--- src/rtl/fixed_arith_pkg.sv ---
// rtl/fixed_arith_pkg.sv - fixed-point alignment, round-half-up and saturation helpers
package fixed_arith_pkg;

  localparam int ACC_W = 64;

  typedef logic signed [ACC_W-1:0] acc_t;

  typedef struct packed {
    logic sat;
    acc_t value;
  } ars_t;

  function automatic int max_int(input int a, input int b);
    return (a > b) ? a : b;
  endfunction

  function automatic int common_frac(input int a_frac, input int b_frac);
    return max_int(a_frac, b_frac);
  endfunction

  // One guard bit on top of the widest integer part so the sum cannot overflow.
  function automatic int common_width(input int a_w, input int a_frac,
                                      input int b_w, input int b_frac);
    return max_int(a_w - a_frac, b_w - b_frac) + common_frac(a_frac, b_frac) + 1;
  endfunction

  function automatic ars_t align_round_sat(input acc_t value, input int in_frac,
                                           input int out_w, input int out_frac);
    acc_t v;
    acc_t hi;
    acc_t lo;
    ars_t r;
    if (out_frac < in_frac)
      v = (value + (acc_t'(1) <<< (in_frac - out_frac - 1))) >>> (in_frac - out_frac);
    else
      v = value <<< (out_frac - in_frac);
    hi = (acc_t'(1) <<< (out_w - 1)) - acc_t'(1);
    lo = -(acc_t'(1) <<< (out_w - 1));
    r.sat   = 1'b0;
    r.value = v;
    if (v > hi) begin
      r.sat   = 1'b1;
      r.value = hi;
    end else if (v < lo) begin
      r.sat   = 1'b1;
      r.value = lo;
    end
    return r;
  endfunction

endpackage

--- src/rtl/fixed_skid_buffer.sv ---
// rtl/fixed_skid_buffer.sv - 2-entry registered skid buffer with registered input ready
module fixed_skid_buffer #(
  parameter int DATA_WIDTH = 65
) (
  input  logic                  clk,
  input  logic                  rst,
  input  logic [DATA_WIDTH-1:0] s_tdata,
  input  logic                  s_tvalid,
  output logic                  s_tready,
  output logic [DATA_WIDTH-1:0] m_tdata,
  output logic                  m_tvalid,
  input  logic                  m_tready
);

  logic [DATA_WIDTH-1:0] skid_data;
  logic                  skid_valid;
  logic                  push;
  logic                  pop;

  assign push = s_tvalid & s_tready;
  assign pop  = m_tvalid & m_tready;

  // m_tdata is the head entry, skid_data the second; s_tready is "not full next cycle".
  always_ff @(posedge clk or negedge rst) begin
    if (!rst) begin
      m_tdata    <= '0;
      m_tvalid   <= 1'b0;
      skid_data  <= '0;
      skid_valid <= 1'b0;
      s_tready   <= 1'b0;
    end else begin
      if (skid_valid) begin
        if (pop) begin
          m_tdata    <= skid_data;
          skid_valid <= 1'b0;
        end
        s_tready <= pop;
      end else if (m_tvalid) begin
        if (pop && push) begin
          m_tdata <= s_tdata;
        end else if (pop) begin
          m_tvalid <= 1'b0;
        end else if (push) begin
          skid_data  <= s_tdata;
          skid_valid <= 1'b1;
        end
        s_tready <= !(push && !pop);
      end else begin
        if (push) begin
          m_tdata  <= s_tdata;
          m_tvalid <= 1'b1;
        end
        s_tready <= 1'b1;
      end
    end
  end

endmodule

--- src/rtl/fixed_linear_bias_add.sv ---
// rtl/fixed_linear_bias_add.sv - joins matmul and bias streams, per-lane aligned saturating add
module fixed_linear_bias_add
  import fixed_arith_pkg::*;
#(
  parameter int DATA_IN_PRECISION_0  = 16,
  parameter int DATA_IN_PRECISION_1  = 3,
  parameter int BIAS_PRECISION_0     = 16,
  parameter int BIAS_PRECISION_1     = 3,
  parameter int DATA_OUT_PRECISION_0 = 16,
  parameter int DATA_OUT_PRECISION_1 = 3,
  parameter int TENSOR_SIZE_DIM_0    = 32,
  parameter int PARALLELISM_DIM_0    = 4
) (
  input  logic                                              clk,
  input  logic                                              rst,
  input  logic [PARALLELISM_DIM_0*DATA_IN_PRECISION_0-1:0]  data_in,
  input  logic                                              data_in_valid,
  output logic                                              data_in_ready,
  input  logic [PARALLELISM_DIM_0*BIAS_PRECISION_0-1:0]     bias,
  input  logic                                              bias_valid,
  output logic                                              bias_ready,
  output logic [PARALLELISM_DIM_0*DATA_OUT_PRECISION_0-1:0] data_out,
  output logic                                              data_out_valid,
  input  logic                                              data_out_ready,
  output logic                                              data_out_last,
  output logic                                              sat_flag
);

  localparam int P         = PARALLELISM_DIM_0;
  localparam int DIN_W     = DATA_IN_PRECISION_0;
  localparam int BIAS_W    = BIAS_PRECISION_0;
  localparam int DOUT_W    = DATA_OUT_PRECISION_0;
  localparam int OUT_DEPTH = TENSOR_SIZE_DIM_0 / P;
  localparam int IDX_W     = (OUT_DEPTH > 1) ? $clog2(OUT_DEPTH) : 1;
  localparam int F         = common_frac(DATA_IN_PRECISION_1, BIAS_PRECISION_1);
  localparam int W         = common_width(DIN_W, DATA_IN_PRECISION_1, BIAS_W, BIAS_PRECISION_1);
  localparam int BUF_W     = P * DOUT_W + 1;

  logic              can_accept;
  logic              both_valid;
  logic              xfer;
  logic [P*DOUT_W-1:0] lane_result;
  logic [P-1:0]      lane_sat;
  logic [IDX_W-1:0]  blk_idx;
  logic              blk_last;
  logic [BUF_W-1:0]  buf_out;

  // Neither stream moves alone, keeping the bias source block-aligned with the data.
  assign both_valid    = data_in_valid & bias_valid;
  assign xfer          = both_valid & can_accept;
  assign data_in_ready = bias_valid & can_accept;
  assign bias_ready    = data_in_valid & can_accept;

  for (genvar i = 0; i < P; i++) begin : g_lane
    logic signed [W-1:0] din_al;
    logic signed [W-1:0] bias_al;
    logic signed [W-1:0] sum;
    ars_t                res;
    logic                lane_unused;

    always_comb begin
      din_al  = W'($signed(data_in[i*DIN_W +: DIN_W])) <<< (F - DATA_IN_PRECISION_1);
      bias_al = W'($signed(bias[i*BIAS_W +: BIAS_W])) <<< (F - BIAS_PRECISION_1);
      sum     = din_al + bias_al;
      res     = align_round_sat(acc_t'(sum), F, DOUT_W, DATA_OUT_PRECISION_1);
    end

    assign lane_result[i*DOUT_W +: DOUT_W] = res.value[DOUT_W-1:0];
    assign lane_sat[i]                     = res.sat;
    assign lane_unused                     = ^res.value[ACC_W-1:DOUT_W];
  end

  assign blk_last = (blk_idx == IDX_W'(OUT_DEPTH - 1));

  always_ff @(posedge clk or negedge rst) begin
    if (!rst) begin
      blk_idx  <= '0;
      sat_flag <= 1'b0;
    end else begin
      if (xfer) begin
        blk_idx <= blk_last ? '0 : blk_idx + 1'b1;
        if (|lane_sat)
          sat_flag <= 1'b1;
      end
    end
  end

  fixed_skid_buffer #(
    .DATA_WIDTH(BUF_W)
  ) u_out_buf (
    .clk      (clk),
    .rst      (rst),
    .s_tdata  ({blk_last, lane_result}),
    .s_tvalid (both_valid),
    .s_tready (can_accept),
    .m_tdata  (buf_out),
    .m_tvalid (data_out_valid),
    .m_tready (data_out_ready)
  );

  assign data_out      = buf_out[P*DOUT_W-1:0];
  assign data_out_last = buf_out[BUF_W-1];

endmodule

--- config.mk ---
export PLATFORM = sky130hd
export DESIGN_NAME = fixed_linear_bias_add
export DESIGN_NICKNAME = d
export VERILOG_FILES = /design/src/rtl/fixed_arith_pkg.sv /design/src/rtl/fixed_skid_buffer.sv /design/src/rtl/fixed_linear_bias_add.sv
export SDC_FILE = /design/constraint.sdc
export NUM_CORES = 1
export LEC_CHECK = 0
export ABC_CLOCK_PERIOD_IN_PS = 3800
export CAP_MARGIN = 20
export CORE_MARGIN = 2
export CORE_UTILIZATION = 25
export DETAILED_ROUTE_END_ITERATION = 8
export GPL_TIMING_DRIVEN = 0
export PLACE_DENSITY = 0.54
export SLEW_MARGIN = 15
export SYNTH_ARGS = -nofsm -noshare
export SYNTH_HDL_FRONTEND = slang
export SYNTH_SLANG_ARGS = --single-unit
--- constraint.sdc ---
create_clock -name clk -period 3.8 [get_ports clk]
set_input_delay 0.76 -clock clk [delete_from_list [all_inputs] [get_ports clk]]
set_output_delay 0.76 -clock clk [all_outputs]
set_load 0.01 [all_outputs]
==> metrics.txt <==
CTS Buffer Depth=2; Lkg Pwr=around 5.4 nW; detailed placer's ending HPWL=23940 µm; Slew @ Worst Pin=around 0.80 ns; pin count of the biggest net entering global routing=70; largest family of logic cells by synthesized area=compound AO/OA/AOI/OAI gates; CTS buffer count=17; post-synth design cell area=approximately 9300 µm²; asr flop ratio synth=1.000; sequential share of power=0.323; Root Driver=clkbuf_16; Via Count=just under 9000; Die H=196.9 µm; CP required=approximately 4.1 ns; Layout area overhead=34.51%; CORE AREA=36610 µm²; area share of and/or/nand/nor cells after synthesis=0.1810; Internal Dissipation=approximately 4.7 mW; clock network fraction of total power=0.208; Fin Clk Skew=about 0.011 ns; total net switching power=about 3.1 mW; Final Setup Violations=0; worst hold path class=input port to asynchronous set/reset pin; RSZ-0062 raised after global routing=false; crit share post-route=0.9350; global-route wire length before repair=47410 µm; Sum Neg Setup Slack=0 ns; DR vias/cell=4.903; GPL Wtd Cong=between 0.8 and 0.9; Syn. warnings=0; Avg Synthesized Cell Area=between 8 and 9 µm²; number of max-cap violations=0; Slew Viols, Final=0; Iteration-0 DRC Markers=564; logic gate share of total power=0.469; Ports=a little over 200; CTS H-tree lvls=4; DR pass1 iterations=7; Skew-Pair Late Insertion Delay=about 0.42 ns; design area=about 13000 µm²; VDD IR-drop max=around 0.29 mV; sequential share of the synthesized area=0.3685; Post-Route WL=around 31000 µm; Die X-Extent=about 200 µm; grt ovf=0; Fmax=281.5 MHz; post-synthesis compound-gate area fraction=0.2339; Synth Register Bits=between 100 and 150; adder-cell share of the synthesized area=0.1149; final hold vios=0; cells after synthesis=1073; Worst EP arrival=between 3 and 4 ns; number of fill cells in the layout=about 3800; R2R Path Start=u_out_buf.m_tvalid$_DFFE_PN0N_; Detail Route Antenna Nets=0; Initial Util=0.2541; Startpoint Class=input port; Post-synth EDFFs=0; status=finished clean; Global Route Usage Sum=0.1571; Rows=70; Syn Nets=roughly 1300; clk slew on worst S/H paths=0.06 ns; post-layout minimum cycle time=3.553 ns; Synth Flop Type=dfrtp_1; number of global-route vias before repair=~8600; CP Capture Type=flip-flop; layout cells sized above 1=0.06197; Pwr Density=625.2 nW/µm²; critical-path maximum fanout=10; final net count=about 1500; DIE AREA=around 39000 µm²; Slew headroom=0.4641; TritonCTS clock tree=yes; Placed Area=about 12000 µm²; launch point of the worst path=data_in[16]; # DRC=0; XOR/XNOR Fraction of Synth Area=0.04896; antenna cell count=0; Sw Share=0.3944; clock sink count=137; initial antenna violation count=0; Distinct cells, synth=75; mux cell area share after synthesis=0.01601; wire per inst=~17 µm; Crit Path Class=input port to flip-flop; number of port buffers=roughly 200
-- worst paths after layout --
| path | to | slack [ns] | cells past startpoint |
|---|---|---|---|
| min in group clk | u_out_buf.skid_data[13]$_DFFE_PN0P_ | 0.46 | 2 |
| max in group asynchronous | u_out_buf.m_tdata[2]$_DFFE_PN0P_ | 2.78 | 2 |
| worst max register to register | u_out_buf.m_tdata[5]$_DFFE_PN0P_ | 0.91 | 7 |
| worst min-delay path | u_out_buf.m_tdata[29]$_DFFE_PN0P_ | 0.28 | 1 |
| worst max-delay path | u_out_buf.m_tdata[25]$_DFFE_PN0P_ | 0.25 | 14 |
| worst min register to register | u_out_buf.skid_data[13]$_DFFE_PN0P_ | 0.46 | 2 |
-- area by class of cell --
cell class              count  area [µm²]  share of cell area
repair buffers            203        2049              0.1638
clock buffers              20       446.7             0.03570
flip-flops and latches    137        3428              0.2740
inverters                  27       101.3            0.008099
well taps                 468       585.6             0.04680
clock inverters            11       123.9            0.009899
plain buffers              55       240.2             0.01920
multi-input cells         854        5538              0.4426
-- power groups by stage --
| stage | Clock (mW) | Combinational (mW) | Sequential [mW] |
|---|---|---|---|
| floorplan | 0 | 1.86 | 2.63 |
| global placement | 0 | 3.67 | 2.52 |
| detailed placement | 0 | 3.70 | 2.55 |
| CTS | 1.66 | 3.72 | 2.53 |
| global route | 1.72 | 4.07 | 2.62 |
| finish | 1.63 | 3.67 | 2.53 |
-- worst max-delay path: stages --
cell and delay (ns):
clkdlybuf4s50_1 0.46, ha_1 0.20, inv_1 0.07, fa_1 0.40, nor2b_1 0.18, o31a_1 0.20
a41o_1 0.26, a21oi_2 0.10, a31oi_1 0.24, buf_2 0.27, and2_1 0.15, buf_2 0.22
o21ai_1 0.19, o21ai_0 0.18
-- cell usage after synthesis, drive strengths merged (3+ instances only) --
| master | n | share of area |
|---|---|---|
| o21a | 15 | 0.012 |
| and3 | 32 | 0.022 |
| xor2 | 19 | 0.019 |
| a211o | 4 | 0.0038 |
| clkbuf | 40 | 0.016 |
| mux2 | 7 | 0.0085 |
| nor2 | 49 | 0.022 |
| nand2 | 168 | 0.068 |
| o31a | 3 | 0.0028 |
| or3 | 6 | 0.0040 |
| xnor2 | 30 | 0.030 |
| a221o | 8 | 0.0086 |
| a21oi | 100 | 0.057 |
| buf | 15 | 0.0097 |
| a21o | 19 | 0.015 |
| dfrtp | 137 | 0.37 |
| mux2i | 7 | 0.0075 |
| nand3 | 30 | 0.017 |
| or2 | 5 | 0.0034 |
| nand2b | 12 | 0.0081 |
| nand4 | 11 | 0.0074 |
| nor3 | 13 | 0.0087 |
| o211ai | 12 | 0.010 |
| o21bai | 3 | 0.0024 |
| inv | 27 | 0.011 |
| nor4 | 4 | 0.0027 |
| ha | 66 | 0.089 |
| and2 | 8 | 0.0054 |
| nor2b | 10 | 0.0067 |
| o31ai | 6 | 0.0063 |
| maj3 | 16 | 0.017 |
| a211oi | 6 | 0.0054 |
| o21ai | 133 | 0.072 |
| nor3b | 4 | 0.0032 |
| fa | 4 | 0.0086 |
| a31oi | 15 | 0.012 |
-- cell usage in the layout (no fill, tap or decap), types with 27 or more instances in the layout --
master | Yosys | final
ha_1 | 66 | 66
xnor2_1 | 29 | 29
and3_1 | 32 | 32
nand3_1 | 29 | 29
dfrtp_1 | 137 | 137
clkdlybuf4s50_1 | 0 | 200
a21oi_1 | 91 | 91
nand2_1 | 167 | 167
inv_1 | 27 | 27
nor2_1 | 48 | 48
clkbuf_1 | 40 | 42
o21ai_0 | 117 | 117
-- layer usage --
layer	routed length, µm	global-route usage	vias up	share of wire
met3	1932	0.03987	33	0.063
met2	14160	0.2544	224	0.46
met1	13930	0.2098	4145	0.46
met5	0	0	-	0
li1	-	-	4300	-
met4	497	0.03787	0	0.016
-- cells by family (layout without fill, tap and decap cells) --
logic type	count (synthesis)	in the layout
XOR/XNOR	49	49
AO/OA/AOI/OAI	350	350
adder cells (fa/ha/maj)	86	86
flip-flops	137	137
buffers and inverters	82	316
multiplexers	14	14
AND/OR/NAND/NOR	355	355
-- sequential cells by signal, summed over array words and instances (netlist names) --
signal,count
sat_flag,1
u_out_buf.skid_data,65
u_out_buf.m_tvalid,1
blk_idx,3
u_out_buf.skid_valid,1
u_out_buf.m_tdata,65
u_out_buf.s_tready,1
-- stage by stage --
stage / worst slack (ns) / total power, mW / hold slack, ns / util / std cells
3_5_place_dp: -0.1643 / 6.252 / 0.4528 / 0.3261 / 1744
5_1_grt: 0.06841 / 8.409 / 0.3165 / 0.3418 / 1775
3_3_place_gp: -3.813 / 6.197 / 0.4451 / 0.3251 / 1742
4_1_cts: 0.2773 / 7.916 / 0.3057 / 0.3417 / 1775
6_report: 0.2470 / 7.824 / 0.2804 / 0.3418 / 1775
2_1_floorplan: 0.8314 / 4.488 / 0.4310 / - / 1073
-- repair_timing --
action | 4_1_cts | 5_1_grt
endpoints found under the setup margin | 0 | 3
gates resized for setup | 0 | 1
buffers inserted | 0 | 0
hold buffers | 0 | 0
endpoints found under the hold margin | 0 | 0
Power figures use the tool's default switching activity.
==> patch: new RTL, same settings <==
The parameter `BIAS_PRECISION_0` goes from 16 to 32.
--- a/src/rtl/fixed_linear_bias_add.sv
+++ b/src/rtl/fixed_linear_bias_add.sv
@@ -6,3 +6,3 @@
   parameter int DATA_IN_PRECISION_1  = 3,
-  parameter int BIAS_PRECISION_0     = 16,
+  parameter int BIAS_PRECISION_0     = 32,
   parameter int BIAS_PRECISION_1     = 3,
Interface: changed (resized bias); port bits go from 202 to 266. The function was not compared with the original's and may differ.
==> patch against the unedited design <==
The run now ends with negative setup slack left. Area after synthesis up 57%. Synthesized cell count up 77%. Clock power down 2%. Critical path depth up 2. Clock skew up 0.0042 ns. Total power up 33%. Maximum frequency down 6.5%. Design area up 91%. Sequential cell count unchanged. Routed wire length up 93%. Setup slack worse by 0.25 ns. Critical path type unchanged. Highest routed layer unchanged.
==> patch: results (changes against the unedited design) <==
Clock tree
  • Clock Tree Buf Depth: 2 (unchanged)
  • Clock-pin slew on the worst setup and hold paths: 0.06 ns (about the same)
  • H-tree Lvls: 4 (unchanged)
  • Root Driver: clkbuf_16 (unchanged)

Placement
  • Port Buffers: 265 (was 201)
  • Placed Cells: 2929 (was 1744)
  • RePlAce Congestion: 0.923 (was 0.857)
  • Post-place setup slack: -1.93 ns (was -0.164 ns)
  • Post-placement cell area: 18500 sq um (was 11900 sq um)
  • Hpwl dp: 42600 um (was 23900 um)

Yosys
  • Mapped Nets: 2229 (was 1276)
  • Count of different cell masters after synthesis: 95 (was 75)
  • Synth Instances: 1898 (was 1073)
  • Post-synth top cells: 236 x nand2_1, 208 x a21oi_1, 144 x o21ai_0 (was 167 x nand2_1, 137 x dfrtp_1, 117 x o21ai_0)
  • Most area-consuming cells after synthesis: dfrtp_1 24%, ha_1 11%, a21oi_1 7.1%, nand2_1 6.1%, o21ai_0 4.9% (was dfrtp_1 37%, ha_1 8.9%, nand2_1 6.7%, o21ai_0 6.3%, a21oi_1 4.9%)
  • Fraction of registers with async set/reset: 100% (unchanged)
  • Register area share after synthesis: 23.5% (was 36.9%)

Route
  • Routed wl met3: 2620 um (was 1930 um)
  • Count of TritonRoute iterations in the first routing pass: 5 (was 7)
  • Via density: 5.23 (was 4.90)
  • 1st-iter DRT viols: 791 (was 564)
  • DRT met1 WL: 26600 um (was 13900 um)
  • Vias: 16600 (was 8702)
  • Post-Route WL: 58900 um (was 30500 um)
  • Routed length on met2: 28500 um (was 14200 um)

Finish
  • Share of cells above drive strength 1: 34.2% (was 6.20%)
  • Antenna diode count: 0 (unchanged)
  • Total Nets Final: 2718 (was 1498)
  • Biggest regs: u_out_buf.m_tdata x65, u_out_buf.skid_data x65, blk_idx x3 (unchanged)
  • Fillers: 5688 (was 3848)

Timing
  • Max_slew headroom: 28.5% (was 46.4%)
  • Final hold violations: 0 (unchanged)
  • Final setup viols: 1 (was 0)
  • Final worst slack: -0.00118 ns (was 0.247 ns)
  • Worst Skew: 0.0155 ns (was 0.0113 ns)

Global routing
  • M1 GR Usage: 24.1% (was 21.0%)
  • Pin count of the biggest net entering global routing: 78 (was 70)
  • Total GRT Usage: 18.5% (was 15.7%)
  • Met2 usage: 32.1% (was 25.4%)
  • Wire length of the first global-routing pass: 89800 um (was 47400 um)
  • Met3 GRT Util: 2.52% (was 3.99%)

Critical path
  • Crit-path max FO: 5 (was 10)
  • Worst Path Arrival: 4.11 ns (was 3.89 ns)

Run status
  • Status: finished, violations left (was finished clean)
  • Failing checks: negative setup slack

Pwr
  • LEAKAGE: 9.68 nW (was 5.43 nW)
  • Peak supply drop: 0.325 mV (was 0.292 mV)
-- patch: where the power goes --
| part | internal (mW) | total, mW | switching (mW) |
|---|---|---|---|
| sequential | 2.18 | 2.65 | 0.469 |
| combinational | 2.83 | 6.19 | 3.36 |
| clock | 0.935 | 1.59 | 0.651 |
-- patch: area by class of cell --
cell class / count / area [sq um] / share of cell area (%)
Multi-Input combinational cell: 1610 / 13800 / 57.7
Clock inverter: 10 / 95.1 / 0.398
Inverter: 45 / 169 / 0.707
Clock buffer: 22 / 464 / 1.94
Timing Repair Buffer: 500 / 4490 / 18.8
Sequential cell: 137 / 3430 / 14.3
Tap cell: 765 / 957 / 4.00
Buffer: 76 / 514 / 2.15
-- patch: repair_timing --
action                     CTS  global route
pin swaps                  204           187
cloned                       7             2
setup endpoints to repair  129           120
setup buffers              154            74
gates resized for setup    716           352
-- patch: worst max-delay path: stages --
cell	delay (ns)
clkdlybuf4s15_1	0.21
ha_4	0.28
a21oi_4	0.15
o21ai_2	0.09
a21oi_2	0.16
buf_6	0.14
a211oi_4	0.07
or3_4	0.36
a2111oi_4	0.34
nand4b_1	0.14
or4_4	0.53
buf_6	0.14
o31ai_4	0.29
buf_6	0.19
a211oi_2	0.07
a21o_1	0.19
-- patch: cells by family after synthesis --
family / Yosys count / share of synthesized area, %
xor gates and xnor gates: 96 / 5.77
muxes: 8 / 0.575
DFF: 137 / 23.5
buffers and inverters: 151 / 4.46
adders and majority gates: 134 / 11.7
and+or+nand+nor: 686 / 23.3
AOI/OAI and AO/OA: 686 / 30.7
-- patch: worst paths after layout --
| path | start | endpoint | slack, ns | cells past startpoint |
|---|---|---|---|---|
| max in group asynchronous | rst | u_out_buf.m_tdata[24]$_DFFE_PN0P_ | 2.77 | 2 |
| setup reg to reg | u_out_buf.s_tready$_DFF_PN0_ | u_out_buf.m_tdata[17]$_DFFE_PN0P_ | 0.70 | 7 |
| min in group clk | u_out_buf.skid_data[11]$_DFFE_PN0P_ | u_out_buf.skid_data[11]$_DFFE_PN0P_ | 0.47 | 1 |
| hold / removal | rst | u_out_buf.skid_data[5]$_DFFE_PN0P_ | 0.28 | 1 |
| hold reg to reg | u_out_buf.skid_data[11]$_DFFE_PN0P_ | u_out_buf.skid_data[11]$_DFFE_PN0P_ | 0.47 | 1 |
| setup / recovery | data_in[8] | u_out_buf.skid_data[12]$_DFFE_PN0P_ | -0.001 | 16 |
-- patch: metrics by stage --
| step | hold slack, ns | setup TNS (ns) |
|---|---|---|
| after CTS | 0.277 | -0.0233 |
| after global placement | 0.452 | -712.52 |
| final | 0.277 | -0.00118 |
| after detailed placement | 0.460 | -208.89 |
| after global routing | 0.300 | -2.45 |
| after floorplan | 0.442 | -0.229 |
